### src/rtl/cdb_result_queue.sv
// FIFO result buffer between a functional unit and the CDB scheduler (valid_out/yumi_in transmitter).
// Optional CDB_RQ_BYPASS_EN: an empty queue forwards din to dout in the same cycle.
package cdb_result_queue_pkg;
  typedef struct packed {
    logic [5:0]  tag;
    logic [31:0] value;
  } cdb_packet_t;
endpackage

module cdb_result_queue
  import cdb_result_queue_pkg::*;
#(
  parameter int unsigned DEPTH = 2
) (
  input  logic                     clk,
  input  logic                     reset,
  input  logic                     flush,
  input  logic                     valid_in,
  input  cdb_packet_t              din,
  output logic                     ready,
  output logic                     valid_out,
  output cdb_packet_t              dout,
  input  logic                     yumi_in,
  output logic [$clog2(DEPTH):0]   count,
  output logic                     err
);

  localparam int unsigned PtrW = $clog2(DEPTH);
  localparam int unsigned CntW = PtrW + 1;
  localparam logic [CntW-1:0] FullCount = CntW'(DEPTH);

  cdb_packet_t           mem_q [DEPTH];
  logic [PtrW-1:0]       head_q, head_d, tail_q, tail_d;
  logic [CntW-1:0]       count_q, count_d;
  logic                  err_q, err_d;
  logic                  clear, stored, bypass, bypass_take, enq, deq;

  assign clear  = reset | flush;
  assign stored = (count_q != '0);
  assign ready  = (count_q < FullCount);

`ifdef CDB_RQ_BYPASS_EN
  assign bypass = ~stored & valid_in & ~clear;
`else
  assign bypass = 1'b0;
`endif

  assign valid_out   = stored | bypass;
  assign bypass_take = bypass & yumi_in;

  always_comb begin
    dout = '0;
    if (stored) begin
      dout = mem_q[head_q];
    end else if (bypass) begin
      dout = din;
    end
  end

  // A bypassed packet granted in the same cycle never touches the buffer.
  assign enq = ~clear & valid_in & ready & ~bypass_take;
  assign deq = ~clear & yumi_in & stored;

  always_comb begin
    head_d  = head_q;
    tail_d  = tail_q;
    count_d = count_q;
    err_d   = err_q;
    if (clear) begin
      head_d  = '0;
      tail_d  = '0;
      count_d = '0;
    end else begin
      if (enq) tail_d = tail_q + PtrW'(1);
      if (deq) head_d = head_q + PtrW'(1);
      unique case ({enq, deq})
        2'b10:   count_d = count_q + CntW'(1);
        2'b01:   count_d = count_q - CntW'(1);
        default: count_d = count_q;
      endcase
      if ((valid_in & ~ready) | (yumi_in & ~valid_out)) err_d = 1'b1;
    end
  end

  always_ff @(posedge clk) begin
    if (reset) begin
      head_q  <= '0;
      tail_q  <= '0;
      count_q <= '0;
      err_q   <= 1'b0;
    end else begin
      head_q  <= head_d;
      tail_q  <= tail_d;
      count_q <= count_d;
      err_q   <= err_d;
    end
  end

  always_ff @(posedge clk) begin
    if (enq) mem_q[tail_q] <= din;
  end

  assign count = count_q;
  assign err   = err_q;

endmodule

### config.mk
export PLATFORM = sky130hd
export DESIGN_NAME = cdb_result_queue
export DESIGN_NICKNAME = d
export VERILOG_FILES = /design/src/rtl/cdb_result_queue.sv
export SDC_FILE = /design/constraint.sdc
export NUM_CORES = 1
export LEC_CHECK = 0
export ABC_CLOCK_PERIOD_IN_PS = 3990
export BUFFER_PORTS_ARGS = -buffer_cell sky130_fd_sc_hd__buf_2
export CAP_MARGIN = 5
export CORE_MARGIN = 8
export CORE_UTILIZATION = 51
export DETAILED_ROUTE_END_ITERATION = 10
export PLACE_DENSITY = 0.85
export RECOVER_POWER = 50
export SYNTH_ARGS = -nofsm -noshare
export SYNTH_HDL_FRONTEND = slang
export SYNTH_SLANG_ARGS = --single-unit
export TNS_END_PERCENT = 50
### constraint.sdc
create_clock -name clk -period 3.99 [get_ports clk]
set_clock_uncertainty 0.1 [all_clocks]
set_input_delay 0.5985 -clock clk [delete_from_list [all_inputs] [get_ports clk]]
set_output_delay 0.5985 -clock clk [all_outputs]
set_load 0.02 [all_outputs]
**Yosys cells after proc, flatten, opt, wreduce, memory -nomap -nowiden**

Memory sizes are Yosys's and may differ from the RTL's. A register that Yosys moved wholly into a read port is not among the register bits.
Index checks and enable logic that the tools add are counted.

- Add/subtract/negate cells: 4
- $lt $le $gt $ge: 1
- Equal/unequal tests: 2
- Muxes and demuxes: 6
- Bitwise gates (word level): 11
- Reductions and logical operators: 4

Operators by type and width:

| cell | number |
|---|---|
| $mux W38 | 1 |
| $and A1 B1 Y1 | 6 |
| $mux W1 | 4 |
| $pmux W2 S2 | 1 |
| $reduce_bool A2 Y1 | 2 |
| $not A1 Y1 | 3 |
| $add A1 B1 Y1 const B | 2 |
| $add A2 B1 Y2 const B | 1 |
| $eq A2 B1 Y1 const B | 1 |
| $eq A2 B2 Y1 const B | 1 |
| $lt A2 B2 Y1 const B | 1 |
| $or A1 B1 Y1 | 2 |
| $reduce_and A2 Y1 | 1 |
| $reduce_or A2 Y1 | 1 |
| $sub A2 B1 Y2 const B | 1 |

- Register bits: 5
- Bits in writable memories: 76
- Input bits: 43
- Output and inout port bits: 43
- Memories kept: 1

Memories:

| memory | words | width | rd ports | clocked after Yosys merged registers in | write ports | RTL line | source |
|---|---|---|---|---|---|---|---|
| mem_q | 2 | 38 | 1 | 1 | 1 | 32 | `cdb_packet_t mem_q [DEPTH];` |

**Depth between registers and ports, before layout**

- Depth in word-level cells: 6
- Depth in mapped cells: 7
- Gate-level depth less buffers: 6

**Worst setup path after synthesis**

Ideal clock, no wire load.

- Path kind: input -> register
- From: input flush
- To: memory mem_q[0][0] in the netlist's numbering (enable)
- Setup time: 433 ps
- Arrival time: 2,577 ps
- Setup slack: 880 ps
- Stages: 3
- Path buffers: 0
- Cells stage by stage: nor4b_4 -> inv_2 -> nor2_1

- Cells in the longest elaborated chain, start to end: 6

RTL lines:

| item | RTL line | source |
|---|---|---|
| start, declared | 17 | `input logic flush,` |
| $or A1 B1 Y1 | 38 | `assign clear = reset \| flush;` |
| $not A1 Y1 | 61 | `assign enq = ~clear & valid_in & ready & ~bypass_take;` |
| $and A1 B1 Y1 (2 in series) | 61 |  |
| $mux W1 | 100 | `if (enq) mem_q[tail_q] <= din;` |
| $mux W1 (implied by the code) | 100 |  |
| end, declared | 32 |  |

No other way between the ends.

**Worst setup path after layout**

- From: register count_q[1] (netlist: count[1])
- To: memory mem_q[1][0] in the netlist's numbering (enable)

- Cells in the longest elaborated chain, start to end: 4

RTL lines:

| item | RTL line | source |
|---|---|---|
| start, declared | 34 | `logic [CntW-1:0] count_q, count_d;` |
| start signal, assigned | 94 | `count_q <= count_d;` |
| $lt A2 B2 Y1 | 40 | `assign ready = (count_q < FullCount);` |
| $and A1 B1 Y1 | 61 |  |
| $mux W1 | 100 |  |
| $mux W1 (implied by the code) | 100 |  |

No other way between the ends.

==> run metrics <==
Antenna Cells 0; M1 WL roughly 2100 um; Reg2Reg Launch Point count[1]; Slew HR -12.4%; Mapped Cells 192; num ports between 80 and 90; Max Root-Sink Buffers 2; Crit path arrival time 2.70 ns; setup_tns 0 ns; leakage power approximately 0.0013 uW; WS Path Type reg2reg; top routing layer used met4; DP HPWL around 3700 um; height of the die between 90 and 100 um; hold depth 1; clock slew at reported path FFs ~0.080 ns; min cycle time layout around 2.9 ns; synth unique cells 21; row count 28; fmax between 0.3 and 0.4 GHz; ys flop type edfxtp_1; commonest non-fill, non-tap cells in the layout edfxtp_1, buf_2, nor2_1; All-Layer GR Usage around 12%; global-route wire length before repair 8250 um; asr flop ratio synth 0%; Wirelength per Cell around 15 um; grt ovf 0; Syn Std Cell Area between 0.003 and 0.004 sq mm; Syn Nets 236; TritonCTS Sinks a little over 80; nets ~320; CTS root buf clkbuf_8; Final Cycle Share 72.1%; endpoints failing setup 0; fin. max-slew vios 39; initial antenna violation count 0; DIE AREA a little under 0.009 sq mm; share of layout cells above drive strength 1 ~29%; drt initial violations 83; actual slew at the worst max-slew pin about 1.7 ns; wire length on met2 between 2000 and 3000 um; failing checks capacitance limit, slew limit; Area after DPL 0.00362 sq mm; syn_area_per_cell between 15 and 20 sq um; number of synthesized flops with an enable pin 76; metal3 WL roughly 440 um; # H-tree levels 3; Ys Warns 0; Post-Route WL about 5400 um; TritonRoute pass-1 iters 4; synthesis-to-finish area growth 20.1%; postcts setup bufs 0; R2R depth 2; min-delay worst type in2reg; total CTS buffers 9; worst reg2reg endpoint mem_q[1][0]; Final GP Congestion roughly 0.70; Core ar. about 0.006 sq mm; largest net degree at the start of global routing 41; Final ANT Viol Nets 0; MaxCap Viol Count 1; Final Hold Viols 0; post-layout instance area 0.00376 sq mm; Hold Path Origin din[20]; crit start category flip-flop; CTS tree done; outcome finished with violations; Vias about 1800; DRC Markers 0; Skew-Pair Late Insertion Delay roughly 0.33 ns; worst reg2reg setup slack 1.11 ns; Power per Cell Area around 420 mW/mm^2; Port Buf Inserts 85; vias per inst 4.89; fill count about 480; Hold Path Sink mem_q[1][20]; RSZ-0062 raised after global routing false; Max FO, Critical Path 38; Die Width around 94 um; vias in the first global route about 1800; Post-CTS Hold Fix Bufs 0; commonest non-fill, non-tap cell in the layout edfxtp_1; Worst EP required approximately 3.8 ns; FF+latch count, synth between 80 and 90; post-CTS resize count 0; Initial Util roughly 53%; Seq/Total Area, Yosys ~77%; CP Capture Type flip-flop; maximum vdd ir drop 0.341 mV
## Yosys cell counts (2+ instances only)
cell	count	share of area, %
clkbuf_1	3	0.36
xor2_1	2	0.56
xnor2_1	2	0.56
dfxtp_1	6	3.8
inv_2	2	0.24
nor2_1	45	5.4
edfxtp_1	76	73
buf_2	3	0.48
inv_1	2	0.24
buf_4	3	0.72
mux2i_1	38	12
## final cells by class
| class | count | area (sq um) | share of cell area, % |
|---|---|---|---|
| multi-input combinational | 97 | 668 | 17.7 |
| timing repair buffer | 85 | 399 | 10.6 |
| clock inverter | 6 | 57.6 | 1.53 |
| sequential | 82 | 2400 | 63.8 |
| clock buffer | 10 | 128 | 3.39 |
| inverter | 4 | 15.0 | 0.399 |
| tap | 75 | 93.8 | 2.49 |
## flip-flops by register name (all words and copies together) (netlist names), named ones only
register	cells
count	2
err	1
head_q	1
mem_q	76
tail_q	1
## through the flow
stage,worst slack [ns],instances,total power (uW),util (%),hold WS (ns)
2_1_floorplan,0.880,192,1010,-,0.372
3_3_place_gp,1.55,343,1050,61.2,0.360
3_5_place_dp,1.53,343,1050,61.2,0.373
4_1_cts,1.24,359,1590,64.3,0.328
5_1_grt,0.864,359,1620,63.6,0.334
6_report,1.11,359,1570,63.6,0.351
## critical path, cell delays in order, from the launching register on
cell	delay [ns]
dfxtp_1	0.40
nor4b_1	0.61
and2_1	1.36
## how the worst max path moves through the flow
stage                         start           end  slack (ns)  depth (start not counted)
final                      count[1]   mem_q[1][0]        1.11                          2
after global routing       count[1]  mem_q[1][37]        0.86                          2
after CTS                 flip-flop       dout[7]        1.24                          3
after detailed placement      flush  mem_q[0][20]        1.53                          4
after global placement        flush  mem_q[0][20]        1.55                          4
after floorplan               flush   mem_q[0][0]        0.88                          3
## routing by layer
layer / track usage, % / vias to the layer above
met5: 0 / -
met4: 8.19 / 0
met3: 3.89 / 8
met2: 21.8 / 59
met1: 12.1 / 816
li1: - / 872
## kinds of logic after synthesis
logic type | Yosys count | share of synthesized area, %
compound gates | 5 | 0.918
flops | 82 | 76.6
buf+inv | 13 | 2.04
xor+xnor | 4 | 1.12
simple gates | 49 | 6.75
mux | 38 | 12.1
fa+ha+maj | 1 | 0.399
## power by group
group	internal, uW	total (uW)	switching [uW]
clock	284	544	260
combinational	26.3	66.6	40.3
sequential	954	960	5.38
No activity file was read; power rests on OpenSTA's default activity.
